===== src/rtl/gb_cpu_fetch.sv =====
// gb_cpu_fetch: instruction/immediate byte fetch unit for a GB-style CPU core.
// Fetches one opcode (optionally 0xCB-prefixed) or one immediate byte at PC on
// request from the sequencer, advancing PC by one per accepted memory byte.
//
// Ports:
//   clk, reset        - sole clock; synchronous active-high reset
//   fetch_req         - request the next opcode (ignored while busy)
//   imm_req           - request one immediate byte (wins over fetch_req)
//   pc_load, pc_load_value - load PC, honoured only when idle
//   mem_rdata, mem_ready   - memory read data / read completion handshake
//   mem_rd, mem_addr  - read request held until mem_ready; address is PC
//   pc                - current program counter
//   opcode, cb_prefix, opcode_valid - decoded-side opcode and one-cycle pulse
//   imm_data, imm_valid             - last immediate byte and one-cycle pulse
//   busy              - a fetch is in progress
module gb_cpu_fetch (
  input  logic        clk,
  input  logic        reset,
  input  logic        fetch_req,
  input  logic        imm_req,
  input  logic        pc_load,
  input  logic [15:0] pc_load_value,
  input  logic [7:0]  mem_rdata,
  input  logic        mem_ready,
  output logic        mem_rd,
  output logic [15:0] mem_addr,
  output logic [15:0] pc,
  output logic [7:0]  opcode,
  output logic        cb_prefix,
  output logic        opcode_valid,
  output logic [7:0]  imm_data,
  output logic        imm_valid,
  output logic        busy
);

  typedef enum logic [1:0] {StIdle, StFetchOp, StFetchCb, StFetchImm} state_e;

  state_e      state_q;
  logic [15:0] pc_q;
  logic [7:0]  opcode_q;
  logic        cb_prefix_q;
  logic        opcode_valid_q;
  logic [7:0]  imm_data_q;
  logic        imm_valid_q;

  always_ff @(posedge clk) begin
    if (reset) begin
      state_q        <= StIdle;
      pc_q           <= 16'h0000;
      opcode_q       <= 8'h00;
      cb_prefix_q    <= 1'b0;
      opcode_valid_q <= 1'b0;
      imm_data_q     <= 8'h00;
      imm_valid_q    <= 1'b0;
    end else begin
      // Valid flags are pulses: cleared unless set by an accept this cycle.
      opcode_valid_q <= 1'b0;
      imm_valid_q    <= 1'b0;
      unique case (state_q)
        StIdle: begin
          // A coincident request reads from the loaded PC since mem_addr is pc.
          if (pc_load) pc_q <= pc_load_value;
          if (imm_req) begin
            state_q <= StFetchImm;
          end else if (fetch_req) begin
            state_q <= StFetchOp;
          end
        end
        StFetchOp: begin
          if (mem_ready) begin
            pc_q <= pc_q + 16'd1;
            if (mem_rdata == 8'hCB) begin
              state_q <= StFetchCb;
            end else begin
              opcode_q       <= mem_rdata;
              cb_prefix_q    <= 1'b0;
              opcode_valid_q <= 1'b1;
              state_q        <= StIdle;
            end
          end
        end
        StFetchCb: begin
          // Second byte is always the opcode proper, even if it is 0xCB.
          if (mem_ready) begin
            pc_q           <= pc_q + 16'd1;
            opcode_q       <= mem_rdata;
            cb_prefix_q    <= 1'b1;
            opcode_valid_q <= 1'b1;
            state_q        <= StIdle;
          end
        end
        StFetchImm: begin
          if (mem_ready) begin
            pc_q        <= pc_q + 16'd1;
            imm_data_q  <= mem_rdata;
            imm_valid_q <= 1'b1;
            state_q     <= StIdle;
          end
        end
        default: state_q <= StIdle;
      endcase
    end
  end

  // Decoded from state/pc only; nothing here depends on mem_rdata.
  assign busy         = (state_q != StIdle);
  assign mem_rd       = busy;
  assign mem_addr     = pc_q;
  assign pc           = pc_q;
  assign opcode       = opcode_q;
  assign cb_prefix    = cb_prefix_q;
  assign opcode_valid = opcode_valid_q;
  assign imm_data     = imm_data_q;
  assign imm_valid    = imm_valid_q;

endmodule

===== config.mk =====
export PLATFORM = sky130hd
export DESIGN_NAME = gb_cpu_fetch
export DESIGN_NICKNAME = d
export VERILOG_FILES = /design/src/rtl/gb_cpu_fetch.sv
export SDC_FILE = /design/constraint.sdc
export NUM_CORES = 1
export LEC_CHECK = 0
export ABC_AREA = 1
export CAP_MARGIN = 20
export CORE_MARGIN = 2
export CORE_UTILIZATION = 44
export DETAILED_ROUTE_END_ITERATION = 7
export PLACE_DENSITY = 0.8
export REMOVE_ABC_BUFFERS = 1
export SLEW_MARGIN = 30
export SYNTH_ARGS = -nofsm -noshare
export SYNTH_HDL_FRONTEND = slang
export SYNTH_SLANG_ARGS = --single-unit

===== constraint.sdc =====
create_clock -name clk -period 2 [get_ports clk]
set_input_delay 0.6 -clock clk [delete_from_list [all_inputs] [get_ports clk]]
set_output_delay 0.6 -clock clk [all_outputs]
set_load 0.1 [all_outputs]

==> results.json, run 1 <==
{
  "status": "finished clean",
  "drt_wl_total_um": 6370,
  "synth_most_common_cell": "nand2_1",
  "hp-class": "reg -> reg",
  "r2r_cells": 8,
  "track_usage_pct": 24.8,
  "path_clk_slew_ns": 0.06,
  "path_cells": "inv_1 -> ha_1 -> inv_2 -> buf_12",
  "viasPerCell": 5.19,
  "ys_types": 32,
  "finalSetupViolCount": 0,
  "crit_slowest_cell": "dfxtp_1",
  "clock_latency_ns": 0.30,
  "areaGrowthSynthToFinish_pct": 66.3,
  "whs_path_depth": 2,
  "maxSlewHeadroom_pct": 72.9,
  "ys.flop_type": "dfxtp_1",
  "netlist.area_leader.share_pct": 33.9,
  "arrival_ns": 1.31,
  "dieArea_sq_um": 5540,
  "yosys-top-cells-area": "dfxtp_1 34%, nand2_1 12%, nor2_1 8.8%",
  "slew_violations": 0,
  "synth_edf_count": 0,
  "vias": 2387,
  "synthCells": 317,
  "clockRootBuffer": "clkbuf_8",
  "ant_nets": 0,
  "gp_congestion": 0.845,
  "hold_viol": 0,
  "fin_nets": 429,
  "ioPinCount": 83,
  "grt_remaining_overflow": 0,
  "cts_hold_buf": 0,
  "dr.first_iter.drc_count": 144,
  "io_buffers": 82,
  "cts_tree": "built",
  "cts_buffers": 5,
  "synth.top_cells.by_count": "69 x nand2_1, 51 x nor2_1, 37 x dfxtp_1",
  "dp_cells": 453,
  "r2r-end": "mem_addr[6]",
  "finalCriticalPeriod_ns": 1.91,
  "grt_pass1_wl_um": 10400,
  "synth_seq_area_share_pct": 33.9,
  "final_layout_size_suffix_gt1_share_pct": 24.2,
  "syn_area_sq_um": 2180,
  "worst_slew_pin_slew_ns": 0.405,
  "hpwl_um": 4890,
  "holdPathEnd": "opcode[1]",
  "firstDrtPassIters": 4,
  "initial_utilization_pct": 45.9,
  "async_reset_ff_share_pct": 0,
  "grt_max_degree": 24,
  "end_kind": "output port",
  "diodes": 0,
  "ys_seq_elements": 37,
  "yosys_warnings": 0,
  "worstSetupPathType": "reg -> out",
  "cp-start-kind": "flip-flop",
  "fin_skew_ns": 0.00620,
  "dieWidth_um": 74.4,
  "fin_ws_ns": 0.0884,
  "num_rows": 25,
  "finalCritPeriodShare_pct": 95.6,
  "instances_no_fill": 460,
  "drc": 0,
  "clock_path_buffers": 2,
  "h-tree-depth": 2,
  "fp.dieH_um": 74.4,
  "timing.rr.start": "state_q[1]",
  "drv_cap": 0,
  "grt_pass1_vias": 2328,
  "hp-start": "opcode[1]",
  "synth_top_cell_by_area": "dfxtp_1",
  "r2r_slack_ns": 0.33,
  "crit_required_ns": 1.40,
  "cp_max_fo": 4,
  "post_synth.cell_area_avg_sq_um": 6.88,
  "avgRoutedWirePerCell_um": 13.8,
  "cpPeakStageDelay_ns": 0.38,
  "dp_slack_ns": -0.0335,
  "antenna_found_initial": 0,
  "rsz0062_at_grt": "false",
  "core_sq_um": 4750,
  "clock_sinks": 37,
  "max_freq_ghz": 0.523
}
cell type report:
cell class / count / area (sq um)
inverter: 27 / 103
tap: 67 / 83.8
timing repair buffer: 95 / 1460
sequential: 37 / 742
clock buffer: 7 / 86.3
fill: 325 / 1130
multi-input combinational: 227 / 1150
worst max-delay path by stage:
| stage | from | depth (start not counted) | to |
|---|---|---|---|
| finish | state_q[1] | 4 | mem_rd |
| global route | state_q[1] | 4 | busy |
| CTS | state_q[0] | 4 | mem_rd |
| detailed placement | mem_rdata[7] | 7 | cb_prefix |
| global placement | mem_ready | 6 | mem_addr[10] |
| floorplan | mem_addr[0] | 8 | mem_addr[14] |
critical path: cells and delay by family (launching register included):
kind | cells | cell delay (ns)
DFF | 1 | 0.38
adders and majority gates | 1 | 0.19
buffers and inverters | 3 | 0.45
sequential cells by signal, indices dropped and copies added, names as in the netlist:
name,count
state_q,2
mem_addr,16
opcode,8
cb_prefix,1
opcode_valid,1
imm_data,8
imm_valid,1
cells by family after synthesis:
logic type | share of synthesized area, %
compound gates | 15.7
fa+ha+maj | 3.44
buf+inv | 13.2
flops | 33.9
simple gates | 33.7
cell usage in the layout, fill, tap and decap left out, drive strengths merged:
cell type and count:
a21oi 29, a22o 1, a22oi 1, a31oi 2, buf 66, clkbuf 7, clkdlybuf4s50 29, clkinv 1
dfxtp 37, ha 6, inv 26, nand2 71, nand3 17, nand3b 1, nand4 11, nor2 56
nor3 3, o211ai 1, o21ai 25, o22ai 1, o31ai 1, or2 1
routing by layer:
layer	part of all wire (%)	track usage (%)	up-vias
li1	-	-	1174
met1	40	29.4	1094
met2	51	41.1	96
met3	5.9	5.42	23
met4	3.6	14.3	0
met5	0	0	-
timing repair:
item                                    CTS  global route
resized for setup                         1             1
buffers inserted                          0             0
endpoints found under the setup margin    2             2
hold endpoints to repair                  0             0
through the flow:
step	hold slack (ns)	utilization [%]	area [sq um]	TNS, ns
2_1_floorplan	0.547	-	2000	-21.09
3_3_place_gp	0.493	74.5	3540	0
3_5_place_dp	0.496	74.5	3540	-0.199
4_1_cts	0.506	76.3	3630	0
5_1_grt	0.525	76.3	3630	0
6_report	0.504	76.3	3630	0
Power of run 1 is not shown: default switching activity piles up to over one toggle a cycle in this logic, so the estimate is an artifact.
==> run 2, diff against run 1 <==
CAP_MARGIN = unset   (was 20)
CORE_UTILIZATION = 45   (was 44)
PLACE_DENSITY = 0.82   (was 0.8)
clock period = 2.4 ns   (was 2 ns; I/O delays follow)
==> results.json, run 2 (synthesis results as in run 1) <==
{
  "dp_cells": 432,
  "hold_viol": 0,
  "fin_nets": 421,
  "path_clk_slew_ns": 0.08,
  "crit_required_ns": 1.68,
  "mostFrequentLayoutCell": "nand2_1",
  "rsz0062_at_grt": "false",
  "finalCriticalPeriod_ns": 2.16,
  "multi_input_area_sq_um": 1150,
  "dp_slack_ns": 0.271,
  "fin_ws_ns": 0.244,
  "areaGrowthSynthToFinish_pct": 34.5,
  "clock_sinks": 37,
  "grt_pass1_wl_um": 9240,
  "ioPinCount": 83,
  "dieWidth_um": 73.6,
  "num_rows": 25,
  "dr.first_iter.drc_count": 187,
  "r2r_slack_ns": 0.66,
  "startpoint": "state_q[0]",
  "slew_violations": 0,
  "fin_skew_ns": 0.00717,
  "fp.dieH_um": 73.6,
  "grt_max_degree": 24,
  "postCtsSetupRepairBufs": 0,
  "status": "finished clean",
  "crit_top_cell": "inv_1",
  "grt-busiest-layer": "met2",
  "viasPerCell": 5.05,
  "worstSetupPathType": "reg -> out",
  "finalCritPeriodShare_pct": 89.8,
  "largest_reg_flops": 16,
  "met3_usage_pct": 3.57,
  "cp_max_fo": 4,
  "core_sq_um": 4690,
  "avgRoutedWirePerCell_um": 12.8,
  "cts_hold_buf": 0,
  "grt_util_met2_pct": 35.8,
  "mostFrequentLayoutCells": "69 x nand2_1, 56 x buf_4, 51 x nor2_1",
  "hp-class": "reg -> reg",
  "arrival_ns": 1.44,
  "gp_congestion": 0.875,
  "hpwl_um": 4180,
  "clock_latency_ns": 0.29,
  "finalSetupViolCount": 0,
  "path_buf_inv": 3,
  "nFillCells": 422,
  "instances_no_fill": 440,
  "worst_slew_pin_slew_ns": 0.407,
  "io_buffers": 82,
  "track_usage_pct": 22.0,
  "cts_buffers": 5,
  "cts_tree": "built",
  "met1_usage_pct": 29.3,
  "cpPeakStageDelay_ns": 0.38,
  "cp_top_family": "buffers and inverters",
  "seq_area_sq_um": 741,
  "maxSlewHeadroom_pct": 72.9,
  "initial_utilization_pct": 46.5,
  "cts_resized": 0,
  "cp-start-kind": "flip-flop",
  "r2r-end": "mem_addr[6]",
  "drc": 0,
  "ant_nets": 0,
  "timing.rr.start": "state_q[0]",
  "grt_pass1_vias": 2044,
  "crit_slowest_cell": "dfxtp_1",
  "vias": 2221,
  "grt_remaining_overflow": 0,
  "clockRootBuffer": "clkbuf_8",
  "h-tree-depth": 2,
  "end_kind": "output port",
  "crit_end": "mem_rd",
  "setup_tns_ns": 0,
  "hp-start": "opcode[3]",
  "final_layout_size_suffix_gt1_share_pct": 22.5,
  "firstDrtPassIters": 4,
  "r2r_cells": 8,
  "antenna_found_initial": 0,
  "drv_cap": 0,
  "drt_wl_total_um": 5630,
  "path_cells": "inv_1 -> ha_1 -> inv_1 -> buf_12",
  "dieArea_sq_um": 5420,
  "path_depth": 4,
  "clock_path_buffers": 2,
  "diodes": 0,
  "max_freq_ghz": 0.464
}
-- run 2: layout make-up --
type	count	share of cell area [%]
Clock buffer	6	2.81
Clock inverter	2	1.28
Inverter	27	3.50
Multi-Input combinational cell	227	39.3
Sequential cell	37	25.2
Tap cell	54	2.30
Timing Repair Buffer	87	25.6
-- run 2: worst min path at each step --
| stage | cells past startpoint | end | slack [ns] |
|---|---|---|---|
| floorplan | 2 | state_q[1] | 0.55 |
| global placement | 2 | opcode[0] | 0.45 |
| detailed placement | 2 | opcode[1] | 0.45 |
| CTS | 2 | opcode[1] | 0.46 |
| global route | 2 | opcode[3] | 0.49 |
| finish | 2 | opcode[3] | 0.47 |
-- run 2: worst min-delay path: cells and delay by family, from the launching register on --
family | cells | cell delay, ns
AO/OA/AOI/OAI | 1 | 0.05
flip-flops | 1 | 0.31
AND/OR/NAND/NOR | 1 | 0.06
-- run 2: routing by layer --
layer | part of all wire (%) | up-vias
li1 | - | 1152
met1 | 45 | 1001
met2 | 48 | 64
met3 | 5.0 | 4
met4 | 1.0 | 0
met5 | 0 | -
-- run 2: through the flow --
step | hold slack (ns) | cell area [sq um] | util [%]
CTS | 0.464 | 2930 | 62.5
floorplan | 0.547 | 2000 | -
global placement | 0.453 | 2810 | 60.0
detailed placement | 0.453 | 2810 | 60.0
finish | 0.466 | 2930 | 62.5
global route | 0.491 | 2930 | 62.5
Power of run 2 is left out for the same reason.
